**config.mk**
```make
export PLATFORM = sky130hd
export DESIGN_NAME = id_ex_stage_flat
export DESIGN_NICKNAME = d
export VERILOG_FILES = /design/src/rtl/id_ex_stage_if.sv /design/src/rtl/id_ex_stage.sv /design/src/flat_wrapper.sv
export SDC_FILE = /design/constraint.sdc
export NUM_CORES = 1
export LEC_CHECK = 0
export ABC_AREA = 1
export ABC_CLOCK_PERIOD_IN_PS = 1550
export BUFFER_PORTS_ARGS = -buffer_cell sky130_fd_sc_hd__buf_2
export CAP_MARGIN = 20
export CORE_AREA = 2 2 140 142
export DETAILED_ROUTE_END_ITERATION = 8
export DIE_AREA = 0 0 142 144
export PLACE_DENSITY_LB_ADDON = 0.08
export SETUP_SLACK_MARGIN = 0.3
export SYNTH_ARGS = -nofsm -noshare
export SYNTH_HDL_FRONTEND = slang
export SYNTH_SLANG_ARGS = --single-unit
export TNS_END_PERCENT = 1
```
**constraint.sdc**
```tcl
create_clock -name clk -period 1.55 [get_ports clk]
set_input_delay 0.2325 -clock clk [delete_from_list [all_inputs] [get_ports clk]]
set_output_delay 0.2325 -clock clk [all_outputs]
set_load 0.02 [all_outputs]
```
**src/rtl/id_ex_stage_if.sv**
```systemverilog
// Bundle of the decode stage's fetch, register-file, write-back, hazard and
// EX-register signals. The upstream driver uses the master view and the
// stage uses the slave view.
interface id_ex_stage_if;
  // fetch side
  logic [31:0] if_instr;
  logic [31:0] if_pc;
  logic        if_valid;
  // register-file read port
  logic [4:0]  rs_num;
  logic [4:0]  rt_num;
  logic [31:0] rf_rs_data;
  logic [31:0] rf_rt_data;
  // write-back port (same signals the register file sees)
  logic        wb_we;
  logic [4:0]  wb_reg;
  logic [31:0] wb_data;
  // hazard / control
  logic        ex_is_load;
  logic [4:0]  ex_load_dest;
  logic        flush;
  logic        stall;
  // EX pipeline register
  logic        ex_valid;
  logic [31:0] ex_pc;
  logic [31:0] ex_rs_val;
  logic [31:0] ex_rt_val;
  logic [31:0] ex_imm;
  logic [4:0]  ex_rs;
  logic [4:0]  ex_rt;
  logic [4:0]  ex_rd;
  logic [4:0]  ex_shamt;
  logic [5:0]  ex_opcode;
  logic [5:0]  ex_funct;
  logic [15:0] stall_count;

  modport master (
    output if_instr, if_pc, if_valid,
    output rf_rs_data, rf_rt_data,
    output wb_we, wb_reg, wb_data,
    output ex_is_load, ex_load_dest, flush,
    input  rs_num, rt_num, stall,
    input  ex_valid, ex_pc, ex_rs_val, ex_rt_val, ex_imm,
    input  ex_rs, ex_rt, ex_rd, ex_shamt, ex_opcode, ex_funct,
    input  stall_count
  );

  modport slave (
    input  if_instr, if_pc, if_valid,
    input  rf_rs_data, rf_rt_data,
    input  wb_we, wb_reg, wb_data,
    input  ex_is_load, ex_load_dest, flush,
    output rs_num, rt_num, stall,
    output ex_valid, ex_pc, ex_rs_val, ex_rt_val, ex_imm,
    output ex_rs, ex_rt, ex_rd, ex_shamt, ex_opcode, ex_funct,
    output stall_count
  );
endinterface

```
**src/rtl/id_ex_stage.sv**
```systemverilog
// ID/EX stage: decodes the fetched instruction, forwards same-cycle
// write-back data past the register file, detects load-use hazards and
// holds the EX pipeline register. Flush beats stall; bubbles caused by
// load-use stalls are counted in a saturating counter.
module id_ex_stage #(
  // ceiling of the bubble counter
  parameter logic [15:0] STALL_SAT = 16'hFFFF
) (
  input logic         clk,
  input logic         rst_n,
  id_ex_stage_if.slave bus
);

  typedef struct packed {
    logic        valid;
    logic [31:0] pc;
    logic [31:0] rs_val;
    logic [31:0] rt_val;
    logic [31:0] imm;
    logic [4:0]  rs;
    logic [4:0]  rt;
    logic [4:0]  rd;
    logic [4:0]  shamt;
    logic [5:0]  opcode;
    logic [5:0]  funct;
  } ex_reg_t;

  ex_reg_t     ex_q, ex_d;
  logic [15:0] cnt_q;

  logic [5:0]  opcode;
  logic [4:0]  rs, rt;
  logic        zext;
  logic        hazard;
  logic        stall;

  assign opcode = bus.if_instr[31:26];
  assign rs     = bus.if_instr[25:21];
  assign rt     = bus.if_instr[20:16];

  assign bus.rs_num = rs;
  assign bus.rt_num = rt;

  // logical immediates (andi/ori/xori) zero-extend, everything else sign-extends
  always_comb begin
    zext = 1'b0;
    case (opcode)
      6'h0C, 6'h0D, 6'h0E: zext = 1'b1;
      default:             zext = 1'b0;
    endcase
  end

  // load in EX whose destination feeds this instruction; $0 never hazards
  assign hazard = bus.if_valid && bus.ex_is_load && ex_q.valid &&
                  (bus.ex_load_dest != 5'd0) &&
                  ((bus.ex_load_dest == rs) || (bus.ex_load_dest == rt));
  assign stall  = hazard && !bus.flush;
  assign bus.stall = stall;

  // next EX contents: decoded fields plus write-back bypass of operands
  always_comb begin
    ex_d        = '0;
    ex_d.valid  = bus.if_valid;
    ex_d.pc     = bus.if_pc;
    ex_d.rs_val = (bus.wb_we && bus.wb_reg != 5'd0 && bus.wb_reg == rs) ?
                  bus.wb_data : bus.rf_rs_data;
    ex_d.rt_val = (bus.wb_we && bus.wb_reg != 5'd0 && bus.wb_reg == rt) ?
                  bus.wb_data : bus.rf_rt_data;
    ex_d.imm    = zext ? {16'h0000, bus.if_instr[15:0]} :
                         {{16{bus.if_instr[15]}}, bus.if_instr[15:0]};
    ex_d.rs     = rs;
    ex_d.rt     = rt;
    ex_d.rd     = bus.if_instr[15:11];
    ex_d.shamt  = bus.if_instr[10:6];
    ex_d.opcode = opcode;
    ex_d.funct  = bus.if_instr[5:0];
  end

  // EX register and bubble counter: flush > stall > capture
  always_ff @(posedge clk or negedge rst_n) begin
    if (!rst_n) begin
      ex_q  <= '0;
      cnt_q <= '0;
    end else if (bus.flush) begin
      ex_q.valid <= 1'b0;
    end else if (stall) begin
      ex_q.valid <= 1'b0;
      if (cnt_q != STALL_SAT) cnt_q <= cnt_q + 16'd1;
    end else begin
      ex_q <= ex_d;
    end
  end

  assign bus.ex_valid    = ex_q.valid;
  assign bus.ex_pc       = ex_q.pc;
  assign bus.ex_rs_val   = ex_q.rs_val;
  assign bus.ex_rt_val   = ex_q.rt_val;
  assign bus.ex_imm      = ex_q.imm;
  assign bus.ex_rs       = ex_q.rs;
  assign bus.ex_rt       = ex_q.rt;
  assign bus.ex_rd       = ex_q.rd;
  assign bus.ex_shamt    = ex_q.shamt;
  assign bus.ex_opcode   = ex_q.opcode;
  assign bus.ex_funct    = ex_q.funct;
  assign bus.stall_count = cnt_q;

endmodule

```
**src/flat_wrapper.sv**
```systemverilog
// flat-port wrapper written by rule: the top's interface ports become plain ports
module id_ex_stage_flat 
#(
                                  
  parameter logic [15:0] STALL_SAT = 16'hFFFF
)
  (clk, rst_n, bus_if_instr, bus_if_pc, bus_if_valid, bus_rf_rs_data, bus_rf_rt_data, bus_wb_we, bus_wb_reg, bus_wb_data, bus_ex_is_load, bus_ex_load_dest, bus_flush, bus_rs_num, bus_rt_num, bus_stall, bus_ex_valid, bus_ex_pc, bus_ex_rs_val, bus_ex_rt_val, bus_ex_imm, bus_ex_rs, bus_ex_rt, bus_ex_rd, bus_ex_shamt, bus_ex_opcode, bus_ex_funct, bus_stall_count);
  id_ex_stage_if bus_i ();
  input logic clk;
  input logic rst_n;
  input wire logic [$bits(bus_i.if_instr)-1:0] bus_if_instr;
  input wire logic [$bits(bus_i.if_pc)-1:0] bus_if_pc;
  input wire logic [$bits(bus_i.if_valid)-1:0] bus_if_valid;
  input wire logic [$bits(bus_i.rf_rs_data)-1:0] bus_rf_rs_data;
  input wire logic [$bits(bus_i.rf_rt_data)-1:0] bus_rf_rt_data;
  input wire logic [$bits(bus_i.wb_we)-1:0] bus_wb_we;
  input wire logic [$bits(bus_i.wb_reg)-1:0] bus_wb_reg;
  input wire logic [$bits(bus_i.wb_data)-1:0] bus_wb_data;
  input wire logic [$bits(bus_i.ex_is_load)-1:0] bus_ex_is_load;
  input wire logic [$bits(bus_i.ex_load_dest)-1:0] bus_ex_load_dest;
  input wire logic [$bits(bus_i.flush)-1:0] bus_flush;
  output wire logic [$bits(bus_i.rs_num)-1:0] bus_rs_num;
  output wire logic [$bits(bus_i.rt_num)-1:0] bus_rt_num;
  output wire logic [$bits(bus_i.stall)-1:0] bus_stall;
  output wire logic [$bits(bus_i.ex_valid)-1:0] bus_ex_valid;
  output wire logic [$bits(bus_i.ex_pc)-1:0] bus_ex_pc;
  output wire logic [$bits(bus_i.ex_rs_val)-1:0] bus_ex_rs_val;
  output wire logic [$bits(bus_i.ex_rt_val)-1:0] bus_ex_rt_val;
  output wire logic [$bits(bus_i.ex_imm)-1:0] bus_ex_imm;
  output wire logic [$bits(bus_i.ex_rs)-1:0] bus_ex_rs;
  output wire logic [$bits(bus_i.ex_rt)-1:0] bus_ex_rt;
  output wire logic [$bits(bus_i.ex_rd)-1:0] bus_ex_rd;
  output wire logic [$bits(bus_i.ex_shamt)-1:0] bus_ex_shamt;
  output wire logic [$bits(bus_i.ex_opcode)-1:0] bus_ex_opcode;
  output wire logic [$bits(bus_i.ex_funct)-1:0] bus_ex_funct;
  output wire logic [$bits(bus_i.stall_count)-1:0] bus_stall_count;
  assign bus_i.if_instr = bus_if_instr;
  assign bus_i.if_pc = bus_if_pc;
  assign bus_i.if_valid = bus_if_valid;
  assign bus_i.rf_rs_data = bus_rf_rs_data;
  assign bus_i.rf_rt_data = bus_rf_rt_data;
  assign bus_i.wb_we = bus_wb_we;
  assign bus_i.wb_reg = bus_wb_reg;
  assign bus_i.wb_data = bus_wb_data;
  assign bus_i.ex_is_load = bus_ex_is_load;
  assign bus_i.ex_load_dest = bus_ex_load_dest;
  assign bus_i.flush = bus_flush;
  assign bus_rs_num = bus_i.rs_num;
  assign bus_rt_num = bus_i.rt_num;
  assign bus_stall = bus_i.stall;
  assign bus_ex_valid = bus_i.ex_valid;
  assign bus_ex_pc = bus_i.ex_pc;
  assign bus_ex_rs_val = bus_i.ex_rs_val;
  assign bus_ex_rt_val = bus_i.ex_rt_val;
  assign bus_ex_imm = bus_i.ex_imm;
  assign bus_ex_rs = bus_i.ex_rs;
  assign bus_ex_rt = bus_i.ex_rt;
  assign bus_ex_rd = bus_i.ex_rd;
  assign bus_ex_shamt = bus_i.ex_shamt;
  assign bus_ex_opcode = bus_i.ex_opcode;
  assign bus_ex_funct = bus_i.ex_funct;
  assign bus_stall_count = bus_i.stall_count;
  id_ex_stage #(.STALL_SAT(STALL_SAT)) u_core (.clk(clk), .rst_n(rst_n), .bus(bus_i));
endmodule
```
# --- Yosys cells after proc, flatten, opt, wreduce, memory -nomap -nowiden ---
# Index checks and enable logic that the tools add are counted.
totals:
  word_cells: 44
  latchBits: 0
  register_bits: 177
  rom_bits: 0
  out_inout_bits: 188
  n_memories: 0
  ramBits: 0
op_classes:
  n_mul: 0
  n_addsub: 1
  muxes: 6
  eq_ne: 8
  n_lt_le_gt_ge: 0
  n_div: 0
  n_shift: 0
  reduce_logical: 15
  n_bitwise: 2
op_table:
  columns: ["cell", "count"]
  rows:
  - ["32-bit 2-to-1 mux", 3]
  - ["5-bit equality test", 4]
  - ["6-bit by 4-bit equality test with 1-bit output (second input constant)", 3]
  - ["16-bit by 1-bit adder with 16-bit output (second input constant)", 1]
  - ["16-bit inequality test (second input constant)", 1]
  - ["5-bit nonzero test", 2]
  - ["1-bit logical AND", 8]
  - ["1-bit 2-to-1 mux", 3]
  - ["3-bit AND reduction", 1]
  - ["3-bit OR reduction", 1]
  - ["1-bit NOT", 2]
  - ["2-bit AND reduction", 1]
  - ["1-bit logical NOT", 1]
  - ["1-bit logical OR", 1]

# --- Longest topological paths before layout ---
depth:
  depth_word: 7
  mapped_depth: 13

# --- Worst setup path before layout ---
# OpenSTA, ideal clock, no wires.
synth_timing:
  kind: "register to register"
  start: "reg u_core.cnt_q[0] (netlist: u_core.bus.stall_count[0])"
  end: "reg u_core.cnt_q[10] (netlist: u_core.bus.stall_count[10])"
  n_path_buf: 1
  slack_ns: -0.168
  period_less_slack_ns: 1.718
  t_arrival_ns: 1.653
  stages_incl_launch_ff: 9
  cell_sequence: "dfrtp_1 ha_1 nand3_1 nor3_2 nand3_1 nand4_1 buf_4 nand2_1 nand2_1"
synth_between:
  elab_chain_len: 2
  word_cells_on_any_way: 3
  cone_classes: "1 x add/sub; 1 x eq/ne; 1 x reduce/logical"
synth_rtl:
  columns: ["item", "line", "rtl"]
  rows:
  - ["start: declaration", "id_ex_stage.sv:29", "logic [15:0] cnt_q;"]
  - ["start signal: assignment", "id_ex_stage.sv:88", "if (cnt_q != STALL_SAT) cnt_q <= cnt_q + 16'd1;"]
  - ["branches (longest 2 deep; another with 16-bit by 1-bit adder with 16-bit output)", null, null]
# Parallel ways; which one is timed is not known.
# A chain may end at the register's enable or synchronous reset.

# --- Final worst setup path ---
layout_timing:
  start: "reg u_core.ex_q (netlist bit u_core.bus.ex_valid)"
  end: "out bus_stall"
layout_between:
  elab_chain_len: 4
layout_rtl:
  columns: ["item", "line", "rtl"]
  rows:
  - ["start: declaration", "id_ex_stage.sv:28", "ex_reg_t ex_q, ex_d;"]
  - ["1-bit logical AND (2 in a row)", "id_ex_stage.sv:54", "assign hazard = bus.if_valid && bus.ex_is_load && ex_q.valid &&"]
  - ["1-bit logical AND", "id_ex_stage.sv:55", "(bus.ex_load_dest != 5'd0) &&"]
  - ["1-bit logical AND", "id_ex_stage.sv:57", "assign stall = hazard && !bus.flush;"]
  - ["end: declaration", "flat_wrapper.sv:24", "output wire logic [$bits(bus_i.stall)-1:0] bus_stall;"]
# Every way passes these cells.

==> results.yml <==
drt:
  drc: 0
  routed_wl_um: 24000
  viasPerCell: 4.56
  dr.pass1.iters: 5
  ant_nets: 0
  wire_per_inst_um: 14.7
  drt_iter0_drc: 338
  vias: 7455
sta:
  rsz0062_at_grt: "true"
  max_freq_mhz: 609
  setup_ws_ns: -0.0933
  hold_viol: 0
  finalCritPeriodShare_pct: 106
  maxSlewViolCount: 0
  worst_slew_pin_slew_ns: 0.376
  slew_headroom_pct: 74.7
  clock_skew_ns: 0.00852
  tns_ns: -0.690
  final.min_clock_period_ns: 1.64
  setup_viol: 55
cts:
  clk_pin_slew_ns: 0.06
  htree_levels: 4
  cts_max_path_buffers: 2
  cts.sinks: 146
  cts-root-buf: "clkbuf_16"
  cts_buffers: 17
  cts_tree: "yes"
  clk_latency_ns: 0.42
power:
  power.density_nw_per_um2: 1000
  p_int_uw: 7500
  power.share.switching_pct: 31.0
  p_seq_share_pct: 39.9
  p_clk_share_pct: 38.8
  p_sw_uw: 3380
  leakagePower_uw: 0.00625
  max-vdd-ir-drop_mv: 0.736
  comb_power_share_pct: 21.3
global_route:
  track_usage_pct: 23.1
  grt_use_met1_pct: 28.6
  grt_max_degree: 55
  grt_pass1_wl_um: 37000
  met3_usage_pct: 5.70
  grt.busiest_layer: "met2"
  grt_pass1_vias: 7092
  gr-total-overflow: 0
  grtUsageMet2_pct: 39.5
  antenna_found_initial: 3
critical_path:
  critPathSlowestCell: "dfrtp_1"
  worstPathArrival_ns: 1.41
  worstSetupPathType: "reg -> out"
  critPathLaunchType: "flip-flop"
  required_ns: 1.32
  path_buf_inv: 4
  path_cells: "nand3_1, o21bai_4, inv_2, buf_6, nand3_4, inv_2, buf_6"
  cp_top_family: "buffers and inverters"
  critPathMaxStageDelay_ns: 0.34
  cp_max_fo: 2
  endpoint_kind: "output port"
synthesis:
  async_flop_share_pct: 100
  synth_ff_type: "dfrtp_1"
  synth_cell_types: 22
  synth-seq-cells: 146
  synth_cells: 997
  mappedNetlistArea_um2: 7380
  synth_area_leader_cell: "dfrtp_1"
  yosysTopAreaCellShare_pct: 49.5
  syn_nets: 1174
  ys_top_cells_by_area: "dfrtp_1 50%, nand2_1 30%, nand3_1 5.3%, buf_4 4.5%, buf_2 2.1%"
  ys.warnings.count: 0
  yosysSeqAreaShare_pct: 49.5
  synth.avg_cell_area_um2: 7.40
  synth_edf_count: 0
floorplanning:
  row_count: 51
  coreArea_um2: 19100
  die_h_um: 144
  chipWidth_um: 142
  io_pins: 364
  start_util_pct: 38.7
  die_area_um2: 20400
layout:
  final_core_util_pct: 56.8
  layout_common_cells: "561 x nand2_1, 338 x buf_2, 139 x dfrtp_1, 75 x nand3_1, 39 x buf_6"
  final_common_cell: "nand2_1"
  finalNetCount: 1556
  final_area_um2: 10800
  drive_gt1_share_pct: 35.4
  area_delta_synth_final_pct: 47.0
place:
  dp_hpwl_um: 17600
  placed_cell_area_um2: 9550
  place.gp.congestion: 0.877
  dp_slack_ns: -0.0982
  port_buffers: 363
run_status:
  status: "finished, violations left"
  violations: "setup timing"
worst_hold_path:
  min_path_type: "in -> reg"
flow_run:
  max_cap_viol_count: 0
## metal layers
metal	vias up	share of wire, %
met5	-	0.054
met4	2	2.3
met3	36	5.7
li1	3796	-
met2	232	50
met1	3389	42
## through the flow
stage | power (uW) | instances | hold WS, ns
final | 10900 | 1634 | 0.0152
after global routing | 11400 | 1632 | 0.00157
after CTS | 11000 | 1629 | 0.000198
after detailed placement | 6620 | 1559 | 0.144
after global placement | 6610 | 1559 | 0.146
after floorplan | 5660 | 997 | -0.0631
## worst register-to-register path, stage by stage, from the launching register on
cell	delay [ns]
dfrtp_1	0.38
nand3_1	0.07
o21bai_4	0.12
inv_2	0.05
buf_4	0.13
buf_4	0.13
nand2_4	0.06
nand2_4	0.08
buf_12	0.17
buf_12	0.16
nand2_1	0.06
o21ai_0	0.07
## cells in the mapped netlist (4+ instances only)
cell      count
nand2_1     580
dfrtp_1     146
nand3_1      78
buf_4        44
buf_2        31
inv_1        24
nor2_1       22
xnor2_1      14
o21ai_0      12
xor2_1       12
clkbuf_1      9
inv_2         5
nor3_1        5
buf_6         4
nand4_1       4
## registers in the layout, summed over array words and instances, names as in the netlist
signal	flops
u_core.bus.ex_funct	5
u_core.bus.ex_imm	4
u_core.bus.ex_opcode	6
u_core.bus.ex_pc	32
u_core.bus.ex_rd	4
u_core.bus.ex_rs	5
u_core.bus.ex_rs_val	32
u_core.bus.ex_rt	5
u_core.bus.ex_rt_val	32
u_core.bus.ex_shamt	4
u_core.bus.ex_valid	1
u_core.bus.stall_count	16
## repair_timing
action / in CTS / in global routing
pin swaps: 34 / 9
resized for setup: 83 / 18
buffers inserted: 4 / 1
cloned: 0 / 0
hold endpoints to repair: 61 / 0
hold buffers: 34 / 0
endpoints found under the setup margin: 184 / 208
## final timing paths
| path | start | endpoint | slack [ns] | depth (start not counted) |
|---|---|---|---|---|
| setup / recovery | u_core.bus.ex_valid$_DFF_PN0_ | bus_stall | -0.09 | 7 |
| hold / removal | bus_if_pc[12] | u_core.bus.ex_pc[12]$_DFFE_PN0P_ | 0.02 | 3 |
| setup reg to reg | u_core.bus.ex_valid$_DFF_PN0_ | u_core.bus.ex_opcode[3]$_DFFE_PN0P_ | -0.04 | 11 |
| hold reg to reg | u_core.bus.ex_opcode[2]$_DFFE_PN0P_ | u_core.bus.ex_opcode[2]$_DFFE_PN0P_ | 0.47 | 2 |
| max in group asynchronous | rst_n | u_core.bus.stall_count[0]$_DFFE_PN0P_ | 0.75 | 3 |
| min in group asynchronous | rst_n | u_core.bus.ex_pc[1]$_DFFE_PN0P_ | 0.26 | 2 |
## logic make-up (layout without fill, tap and decap cells)
| group | Yosys count | after routing | share of synthesized area, % |
|---|---|---|---|
| flip-flops | 146 | 146 | 49.5 |
| AND/OR/NAND/NOR | 692 | 692 | 37.0 |
| other | 0 | 4 | 0 |
| AO/OA/AOI/OAI | 15 | 15 | 1.10 |
| XOR/XNOR | 26 | 26 | 3.09 |
| adder cells (fa/ha/maj) | 1 | 1 | 0.170 |
| buffers and inverters | 117 | 512 | 9.13 |
## final cells by class
type | instances | area [um^2]
well taps | 238 | 298
flip-flops and latches | 146 | 3660
diodes | 4 | 10.0
repair buffers | 451 | 2980
clock buffers | 20 | 457
fillers | 1795 | 8230
clock inverters | 12 | 149
multi-input cells | 734 | 3170
inverters | 29 | 114
## power by group through the flow
stage                     Clock, uW  Combinational (uW)  Sequential, uW
after floorplan                   0                 858            4800
after global placement            0                2220            4390
after detailed placement          0                2230            4390
after CTS                      4320                2330            4330
after global routing           4500                2540            4380
final                          4230                2320            4340
(Power assumes the default switching activity.)
